### src/rtl/sr_drive_ctrl.sv
// sr_drive_ctrl: synchronizes and debounces two raw push-button requests and turns
// them into mutually exclusive, fixed-width active-low set/reset pulses for an SR latch.

module sr_drive_ctrl_chk (
    input logic clk,
    input logic rst_n,
    input logic s_n,
    input logic r_n,
    input logic busy,
    input logic conflict
);
    // The latch must never see both inputs low
    a_never_both_low: assert property (@(posedge clk) disable iff (!rst_n)
        (s_n || r_n));

    a_pulse_implies_busy: assert property (@(posedge clk) disable iff (!rst_n)
        ((s_n && r_n) || busy));

    a_conflict_idle: assert property (@(posedge clk) disable iff (!rst_n)
        (!conflict || (!busy && s_n && r_n)));
endmodule

module sr_drive_ctrl #(
    parameter int DEBOUNCE_CYCLES = 4,
    parameter int PULSE_WIDTH     = 3,
    parameter int CNT_W           = 8
) (
    input  logic clk,
    input  logic rst_n,
    input  logic set_req,
    input  logic rst_req,
    output logic s_n,
    output logic r_n,
    output logic busy,
    output logic conflict,
    output logic q_shadow
);
    typedef enum logic [1:0] {
        IDLE  = 2'd0,
        SET_P = 2'd1,
        RST_P = 2'd2,
        GAP   = 2'd3
    } state_t;

    localparam logic [CNT_W-1:0] CNT_ZERO   = {CNT_W{1'b0}};
    localparam logic [CNT_W-1:0] CNT_ONE    = CNT_W'(1);
    localparam logic [CNT_W-1:0] DEB_LAST   = CNT_W'(DEBOUNCE_CYCLES - 1);
    localparam logic [CNT_W-1:0] PULSE_LAST = CNT_W'(PULSE_WIDTH - 1);

    // Bit 0 carries the set request path, bit 1 the reset request path.
    logic [1:0]       sync1_r;
    logic [1:0]       sync2_r;
    logic [1:0]       deb_r;
    logic [1:0]       deb_d_r;
    logic [1:0]       pend_r;
    logic [1:0]       ev_s;
    logic [1:0]       want_s;
    logic [CNT_W-1:0] deb_cnt_r [2];
    logic [CNT_W-1:0] pcnt_r;
    state_t           state_r;

    // Next state out of IDLE/GAP: a lone request is served, both together are dropped.
    function automatic state_t dispatch(input logic [1:0] want);
        case (want)
            2'b01:   dispatch = SET_P;
            2'b10:   dispatch = RST_P;
            default: dispatch = IDLE;
        endcase
    endfunction

    // Rising edges of the debounced levels and everything awaiting service
    always_comb begin
        ev_s   = deb_r & ~deb_d_r;
        want_s = pend_r | ev_s;
    end

    // Two-flop synchronizers for the asynchronous button inputs
    always_ff @(posedge clk or negedge rst_n) begin
        if (!rst_n) begin
            sync1_r <= 2'b00;
            sync2_r <= 2'b00;
        end else begin
            sync1_r <= {rst_req, set_req};
            sync2_r <= sync1_r;
        end
    end

    // Per-input debounce: the level follows sync2 only after a long enough mismatch
    always_ff @(posedge clk or negedge rst_n) begin
        if (!rst_n) begin
            deb_r        <= 2'b00;
            deb_d_r      <= 2'b00;
            deb_cnt_r[0] <= CNT_ZERO;
            deb_cnt_r[1] <= CNT_ZERO;
        end else begin
            deb_d_r <= deb_r;
            for (int i = 0; i < 2; i++) begin
                if (sync2_r[i] != deb_r[i]) begin
                    if (deb_cnt_r[i] == DEB_LAST) begin
                        deb_r[i]     <= sync2_r[i];
                        deb_cnt_r[i] <= CNT_ZERO;
                    end else begin
                        deb_cnt_r[i] <= deb_cnt_r[i] + CNT_ONE;
                    end
                end else begin
                    deb_cnt_r[i] <= CNT_ZERO;
                end
            end
        end
    end

    // Pulse sequencer with pending-request bookkeeping and registered outputs
    always_ff @(posedge clk or negedge rst_n) begin
        if (!rst_n) begin
            state_r  <= IDLE;
            pend_r   <= 2'b00;
            pcnt_r   <= CNT_ZERO;
            s_n      <= 1'b1;
            r_n      <= 1'b1;
            busy     <= 1'b0;
            conflict <= 1'b0;
            q_shadow <= 1'b0;
        end else begin
            conflict <= 1'b0;
            case (state_r)
                // GAP already holds both outputs high, so it may launch the next pulse
                IDLE, GAP: begin
                    state_r  <= dispatch(want_s);
                    pend_r   <= 2'b00;
                    pcnt_r   <= CNT_ZERO;
                    s_n      <= ~(want_s == 2'b01);
                    r_n      <= ~(want_s == 2'b10);
                    busy     <= (want_s == 2'b01) || (want_s == 2'b10);
                    conflict <= (want_s == 2'b11);
                end
                SET_P, RST_P: begin
                    pend_r <= want_s;
                    if (pcnt_r == PULSE_LAST) begin
                        state_r  <= GAP;
                        s_n      <= 1'b1;
                        r_n      <= 1'b1;
                        q_shadow <= (state_r == SET_P);
                    end else begin
                        pcnt_r <= pcnt_r + CNT_ONE;
                    end
                end
                default: begin
                    state_r <= IDLE;
                    pend_r  <= 2'b00;
                    pcnt_r  <= CNT_ZERO;
                    s_n     <= 1'b1;
                    r_n     <= 1'b1;
                    busy    <= 1'b0;
                end
            endcase
        end
    end

    sr_drive_ctrl_chk u_chk (
        .clk      (clk),
        .rst_n    (rst_n),
        .s_n      (s_n),
        .r_n      (r_n),
        .busy     (busy),
        .conflict (conflict)
    );
endmodule

### config.mk
export PLATFORM = sky130hd
export DESIGN_NAME = sr_drive_ctrl
export DESIGN_NICKNAME = d
export VERILOG_FILES = /design/src/rtl/sr_drive_ctrl.sv
export SDC_FILE = /design/constraint.sdc
export NUM_CORES = 1
export LEC_CHECK = 0
export CORE_ASPECT_RATIO = 1.4
export CORE_MARGIN = 2
export CORE_UTILIZATION = 55
export DETAILED_ROUTE_END_ITERATION = 8
export PLACE_DENSITY = 0.75
export RECOVER_POWER = 50
export SETUP_SLACK_MARGIN = 0.4
export SYNTH_ARGS = -nofsm -noshare
export SYNTH_HDL_FRONTEND = slang
export SYNTH_SLANG_ARGS = --single-unit
### constraint.sdc
create_clock -name clk -period 2.79 [get_ports clk]
set_input_delay 0.558 -clock clk [delete_from_list [all_inputs] [get_ports clk]]
set_output_delay 0.558 -clock clk [all_outputs]
set_load 0.02 [all_outputs]
Yosys cells after proc, flatten, opt, wreduce, memory -nomap -nowiden --
Index checks and enable logic that the tools add are counted.
Storage, ports and cells: bits of input ports 4, memories 0, RAM bits 0, word-level logic and storage cells 57, output and inout port bits 5, bits in registers 41, bits in latches 0, memory bits (read-only) 0
Operators by class: $mul 0, add/sub/neg operators 3, mux-type cells 14, bitwise operators 5, div/mod/pow operators 0, $lt $le $gt $ge 0, reductions and logical operators 7, equal/unequal tests 13, shift-type cells 0
Operator list (number):
- $mux 8 | 5
- $add 8x1->8 const B | 3
- $eq 8x2->1 const B | 3
- $pmux 8 s2 | 1
- $pmux 2 s2 | 3
- $eq 2x2->1 const B | 4
- $reduce_and 2->1 | 3
- $eq 2x1->1 const B | 2
- $ne 2x2->1 const B | 2
- $pmux 1 s2 | 2
- $reduce_or 2->1 | 2
- $and 2x2->2 | 1
- $logic_not 2->1 | 1
- $mux 1 | 2
- $mux 2 | 1
- $ne 1x1->1 | 2
- $not 1->1 | 2
- $not 2->2 | 1
- $or 2x2->2 | 1
- $logic_or 1x1->1 | 1

Depth between registers and ports, before layout --
Gate-level depths: netlist of the first run.
depth in word-level cells 6, gate-level depth with buffers 6, mapped depth without buffers 6

Least setup slack after synthesis of the first run --
Ideal clock, no wire load.
path type reg2reg, start register deb_cnt_r[8] in the netlist's numbering, end register deb_r[0], period minus slack after synthesis 1.662 ns, path slack 1.128 ns, stages on the path, launching flop included 5, arrival 1.537 ns, path buffers 0, required time 2.665 ns, library setup time 0.125 ns, cells stage by stage dfrtp_1 > ha_1 > or4b_4 > nor4_2 > mux2_2
On the way: cells in the longest elaborated chain, start to end 2
Ends and longest elaborated chain:
- start: declaration | line 58 | logic [CNT_W-1:0] deb_cnt_r [2];
- start signal: indexed assignment | line 103 | deb_cnt_r[i] <= deb_cnt_r[i] + CNT_ONE;
- $eq 8x2->1 | line 99 | if (deb_cnt_r[i] == DEB_LAST) begin
- $reduce_and 2->1 (no line)
- end signal: indexed assignment | line 100 | deb_r[i] <= sync2_r[i];
- end: declaration | line 53 | logic [1:0] deb_r;
Every way passes these cells. A chain may end at the register's enable or synchronous reset.

Worst setup path after layout of the first run --
start register s_n, end output s_n
RTL lines:
- start: declaration | line 32 | output logic s_n,
- start signal: assignment | line 131 | s_n <= ~(want_s == 2'b01);
No word-level cell between the ends.

==> summary.txt, run 1 <==
GRT
  – Global-route wire length before repair: between 5000 and 6000 um
  – Largest net degree at the start of global routing: 42
  – Tot GR Track Use: between 10% and 20%
  – Antenna violations before repair: 0
  – Number of global-route vias before repair: approximately 1300
  – Grt ovf: 0

Floorplanning
  – Die H: between 70 and 80 um
  – DIE WIDTH: about 54 um
  – Io pins: 9
  – Initial Util: a little under three fifths
  – Core area: between 3000 and 4000 um2
  – Row count: 25
  – DIE AREA: roughly 4000 um2

Critical path
  – Largest delay share family, worst path: buffers and inverters
  – Reg2reg path depth: 4
  – Crit-path slowest cell: clkdlybuf4s50_1
  – WP buf/inv: 1
  – Crit path kind: register to primary output
  – Critical path fanouts, max: 2
  – Worst R2R Setup Slack: around 980 ps
  – Worst EP required: approximately 2200 ps
  – R2R Path Start: deb_cnt_r[8]
  – Setup crit start kind: register
  – Crit-path max cell delay: 600 ps
  – Crit path DAT: between 1000 and 1500 ps
  – CP Capture Type: primary output
  – Cell Chain, Critical Path: clkdlybuf4s50_1
  – FF-to-FF End: deb_cnt_r[10]

Synthesis
  – Post-Synthesis Cells: around 170
  – Synthesized Nets: around 190
  – Post-Syn Area: ~1900 um2
  – Post-synthesis cell type count: 29
  – Synth Area per Inst: 11.0 um2
  – Post-synthesis sequential area ratio: 54.5%
  – Synthesis-stage register bit count: 41
  – Syn. warnings: 0

STA
  – Crit share post-route: 71.1%
  – Final min period: slightly below 2000 ps
  – Fin. Hold Viols: 0
  – Worst slew pin tran: 860 ps
  – Final setup viols: 0
  – Max Fclk: approximately 500 MHz
  – Max Slew Vio Count: 0
  – Clock Skew: 5.49 ps
  – RSZ-0062 raised after global routing: false
  – Slew headroom: a little over two fifths
  – Final WS setup: slightly above 800 ps
  – TNS Setup: 0 ps

Clock tree
  – Hold buffers post-CTS: 0
  – CTS tree: built
  – Clock buffer depth: 2
  – Post-CTS Setup Bufs: 0
  – Root Buffer Master: clkbuf_8
  – CTS buffer count: 5
  – CTS H-tree lvls: 2
  – Register clock-pin slew on the reported worst setup and hold paths: 80 ps
  – CTS resizes: 0
  – Clk Latency, worst-skew pair: 290 ps
  – Clock sinks: between 40 and 50

Detailed routing
  – Routed WL per cell: ~14 um
  – Total wire length: between 3000 and 4000 um
  – Via count: roughly 1300
  – DRC errors left: 0
  – Vias per Instance: approximately 5.7
  – Drt pass-1 iters: 4
  – DRT antenna net count: 0
  – Starting DRC count in detailed routing: 36

Cells and area
  – # diodes: 0
  – Most common cell after layout, fill and taps aside: dfrtp_1
  – Share of cells above drive strength 1: 10.8%
  – Area grow syn2layout: 12.9%
  – NumNets Final: 200
  – End-of-flow core utilization: between 60% and 70%
  – Commonest non-fill, non-tap cells in the layout: dfrtp_1, nor2_1, a21oi_1
  – Final Cell Area: around 2100 um2

Min path
  – Critical hold path startpoint: sync1_r[0]
  – Hold path endpoint: sync2_r[0]
  – Worst hold path class: register to register
  – Hold path cells: 0

Place
  – Final HPWL DP: approximately 2200 um
  – GP Congestion: between 0.7 and 0.8
  – Number of I/O port buffers: 8
  – Pre-CTS WS: 979 ps
  – Placed instance area: between 1500 and 2000 um2

Run status
  – Status: finished clean

Power and ir drop
  – Pleak: ~0.95 nW
  – Peak VDD IR: between 0.9 and 1 mV
  – Total Power: approximately 2.1 mW
  – PwrDens: between 900 and 1000 nW/um2

Flow run
  – MaxCap Viol Count: 0
registers in the layout, indices dropped and copies added (netlist names):
signal     flops
s_n            1
busy           1
pcnt_r         8
r_n            1
q_shadow       1
sync1_r        2
pend_r         2
deb_r          2
deb_cnt_r     16
state_r        2
conflict       1
sync2_r        2
deb_d_r        2
worst max-delay path by stage:
stage          depth (start not counted)    startpoint  slack (ps)            end
6_report                               1           s_n         810            s_n
4_1_cts                                1           s_n         790            s_n
2_1_floorplan                          4  deb_cnt_r[8]        1130       deb_r[0]
5_1_grt                                1           s_n         760            s_n
3_5_place_dp                           4  deb_cnt_r[8]         980  deb_cnt_r[10]
3_3_place_gp                           4  deb_cnt_r[8]        1050  deb_cnt_r[11]
kinds of logic (layout without fill, tap and decap cells):
| logic type | count (synthesis) | in the layout | synth area share, % |
|---|---|---|---|
| simple gates | 58 | 58 | 16.6 |
| flops | 41 | 41 | 54.5 |
| compound gates | 31 | 31 | 10.3 |
| buf+inv | 15 | 28 | 3.18 |
| fa+ha+maj | 12 | 12 | 7.96 |
| xor+xnor | 11 | 11 | 5.11 |
| mux | 4 | 4 | 2.39 |
metrics by stage:
stage	instances	hold slack (ps)
6_report	225	354
5_1_grt	225	374
4_1_cts	225	359
3_5_place_dp	217	341
3_3_place_gp	217	332
2_1_floorplan	172	262
cell type report:
cell class	instances	area [um2]
fillers	274	1180
flip-flops and latches	41	1030
multi-input cells	116	798
repair buffers	8	75.1
clock buffers	5	68.8
clock inverters	3	65.1
well taps	40	50.0
inverters	12	45.0
routing by layer:
| metal | GRT usage (%) | vias up | routed length (um) | share of wire (%) |
|---|---|---|---|---|
| met3 | 5.69 | 5 | 90 | 2.9 |
| met5 | 0 | - | 0 | 0 |
| met4 | 10.5 | 0 | 36 | 1.1 |
| li1 | - | 613 | - | - |
| met1 | 23.0 | 640 | 1290 | 41 |
| met2 | 32.5 | 18 | 1720 | 55 |
where the power goes:
part,switching (mW),leakage (nW),internal (mW)
clock,0.206,0.0681,0.355
combinational,0.390,0.348,0.307
sequential,0.128,0.533,0.742
total,0.724,0.949,1.40
cells in the mapped netlist:
cell | n | area [um2]
nand3_1 | 13 | 65.1
o21ai_0 | 9 | 45.0
a211oi_1 | 1 | 7.51
and2_1 | 1 | 6.26
nor3b_1 | 1 | 7.51
nor3_1 | 1 | 5.00
a22oi_1 | 2 | 15.0
buf_4 | 1 | 7.51
nand4_1 | 3 | 18.8
a31o_2 | 1 | 8.76
a21oi_1 | 15 | 75.1
a21o_1 | 2 | 15.0
nor4_2 | 2 | 25.0
ha_1 | 12 | 150
mux2_2 | 4 | 45.0
xnor2_1 | 4 | 35.0
clkbuf_1 | 2 | 7.51
o41ai_4 | 1 | 27.5
dfstp_2 | 2 | 52.6
or4b_4 | 1 | 13.8
inv_1 | 12 | 45.0
nor4b_1 | 1 | 8.76
dfrtp_1 | 39 | 976
nor2b_1 | 2 | 12.5
nand3b_1 | 1 | 7.51
nor2_1 | 18 | 67.6
nand2_1 | 5 | 18.8
xor2_1 | 7 | 61.3
or3_1 | 9 | 56.3
No activity file was read; power rests on OpenSTA's default activity.
==> inputs of run 2 (changes only) <==
--- a/config.mk
+++ b/config.mk
@@ -7,7 +7,7 @@
 export LEC_CHECK = 0
 export CORE_ASPECT_RATIO = 1.4
 export CORE_MARGIN = 2
-export CORE_UTILIZATION = 55
+export CORE_UTILIZATION = 53
 export DETAILED_ROUTE_END_ITERATION = 8
 export PLACE_DENSITY = 0.75
 export RECOVER_POWER = 50
==> constraint.sdc (replaced) <==
create_clock -name clk -period 1.7 [get_ports clk]
set_input_delay 0.34 -clock clk [delete_from_list [all_inputs] [get_ports clk]]
set_output_delay 0.34 -clock clk [all_outputs]
set_load 0.02 [all_outputs]
==> run 2 against run 1 <==
Effect of this change:
- via count rose by 14%
- die area increased by 3.5%
- sequential share of layout area shrank 8.8 points
- worst setup slack lost 750 ps
- clock power up 43%
- critical path depth is 4 higher
==> summary.txt, run 2 (synthesis results as in run 1) <==
STA
  – Final min period: roughly 1600 ps
  – Max Fclk: between 600 and 700 MHz
  – Max Slew Vio Count: 0 (unchanged)
  – Slew headroom: 11.2% (-31 points)
  – Worst slew pin tran: 1330 ps (+471 ps)
  – Fin. Hold Viols: 0 (unchanged)
  – RSZ-0062 raised after global routing: true
  – Final setup viols: 0 (unchanged)
  – Worst hold margin: 324 ps (-29.8 ps)
  – Clock Skew: 4.65 ps (-0.846 ps)
  – Crit share post-route: 96.8%

Detailed routing
  – Met1 WL: 1640 um (+27%)
  – Starting DRC count in detailed routing: 34 (-5.6%)
  – Routed WL per cell: 16.1 um (+16%)
  – Vias per Instance: 5.55 (-2.1%)
  – DRC errors left: 0 (unchanged)
  – Met3 WL post-DR: 121 um (+34%)
  – Top Layer Used: met4
  – DRT antenna net count: 0 (unchanged)
  – Drt pass-1 iters: 5 (+1)
  – Via count: 1454 (+14%)
  – Total wire length: 4220 um (+35%)
  – Routed met2 length: 2360 um (+37%)

Cells and area
  – Max reg flops: 16 (unchanged)
  – Share of cells above drive strength 1: 45.5% (+35 points)
  – Final Cell Area: 2630 um2 (+23%)
  – Top reg by flops: deb_cnt_r
  – NumNets Final: 237 (+19%)
  – Commonest non-fill, non-tap cells in the layout: dfrtp_1, buf_4, nor2_1
  – Largest regs: deb_cnt_r x16, pcnt_r x8
  – Area grow syn2layout: 39.3%
  – # diodes: 0 (unchanged)
  – Most common cell after layout, fill and taps aside: dfrtp_1

Clock tree
  – Clk Latency, worst-skew pair: 290 ps (about the same)
  – Root Buffer Master: clkbuf_8
  – Register clock-pin slew on the reported worst setup and hold paths: 80 ps (about the same)
  – CTS buffer count: 5 (unchanged)
  – Clock buffer depth: 2 (unchanged)
  – Hold buffers post-CTS: 0 (unchanged)
  – CTS H-tree lvls: 2 (unchanged)
  – Clock sinks: 41 (unchanged)
  – CTS tree: built

Floorplanning
  – DIE WIDTH: 54.4 um (+1.7%)
  – Core area: 3380 um2 (+1.9%)
  – Io pins: 9 (unchanged)
  – DIE AREA: 4060 um2 (+3.5%)
  – Die H: 74.6 um (+1.8%)
  – Initial Util: 55.9% (-1.1 points)
  – Row count: 25 (unchanged)

GRT
  – Largest net degree at the start of global routing: 26 (-38%)
  – Tot GR Track Use: 21.0% (+1.1 points)
  – Global-route wire length before repair: 5950 um (+5.1%)
  – Number of global-route vias before repair: 1372 (+3.5%)
  – Grt ovf: 0 (unchanged)
  – Antenna violations before repair: 0 (unchanged)

Run status
  – Status: finished clean

Critical path
  – Critical path fanouts, max: 8 (+6)
  – R2R Path Start: deb_cnt_r[8]
  – FF-to-FF End: deb_cnt_r[11]
  – Setup crit start kind: register
  – Worst R2R Setup Slack: 50 ps (-930 ps)
  – Reg2reg path depth: 5 (+1)
  – Crit path kind: register to register
  – CP Capture Type: register
  – Crit path DAT: 1820 ps (+390 ps)
  – Worst EP required: 1880 ps (-350 ps)

Place
  – Placed instance area: 2100 um2 (+5.1%)
  – GP Congestion: 0.780 (-1.7%)
  – Number of I/O port buffers: 8 (unchanged)
  – Final HPWL DP: 2300 um (+5.1%)

Min path
  – Worst hold path class: input port to asynchronous set/reset pin

Flow run
  – MaxCap Viol Count: 0 (unchanged)

Power and ir drop
  – Peak VDD IR: 1.61 mV (+73%)
  – Pleak: 1.13 nW (+19%)
  – PwrDens: 1720 nW/um2 (+72%)
-- run 2: through the flow --
stage	total power, mW	util, %	cells	setup TNS (ps)	setup WS, ps
after global placement	2.70	62.1	226	0	75.0
after CTS	3.89	70.8	248	0	57.4
after floorplan	2.33	-	172	0	37.8
after global routing	4.81	77.8	262	-2.84	-2.26
after detailed placement	2.77	62.1	226	0	32.8
final	4.52	77.8	262	0	54.2
-- run 2: worst max-delay path by stage --
stage | cells past startpoint | from | slack, ps | endpoint
2_1_floorplan | 4 | deb_cnt_r[8] | 40 | deb_r[0]
3_3_place_gp | 4 | deb_cnt_r[8] | 80 | deb_cnt_r[10]
3_5_place_dp | 4 | deb_cnt_r[9] | 30 | deb_cnt_r[11]
4_1_cts | 4 | deb_cnt_r[9] | 60 | deb_r[0]
5_1_grt | 5 | deb_cnt_r[8] | -2 | deb_cnt_r[13]
6_report | 5 | deb_cnt_r[8] | 50 | deb_cnt_r[11]
-- run 2: timing repair --
| action | in CTS | in global routing |
|---|---|---|
| cloned | 0 | 0 |
| gates resized for setup | 29 | 50 |
| pin swaps | 4 | 16 |
| setup endpoints to repair | 31 | 32 |
| buffers inserted | 14 | 14 |
-- run 2: final cells by class --
class,count,area (um2)
Clock buffer,7,86.3
Clock inverter,1,30.0
Fill cell,203,749
Inverter,12,45.0
Multi-Input combinational cell,116,1020
Sequential cell,41,1040
Tap cell,40,50.0
Timing Repair Buffer,45,354
-- run 2: power breakdown --
group          internal (mW)  total, mW  switching [mW]
logic                   1.18       2.31            1.12
registers               1.23       1.41           0.182
clock network          0.479      0.805           0.326
total                   2.89       4.52            1.63
-- run 2: critical path: stages (launching register included) --
cell	delay (ps)
dfrtp_1	360
ha_2	180
or4b_4	500
o41ai_4	230
buf_6	220
nor2_4	50
-- run 2: per-layer routing --
layer  track usage (%)  vias up
li1                  -      691
met1              23.0      724
met2              36.4       29
met3              4.22       10
met4              12.2        0
met5                 0        -
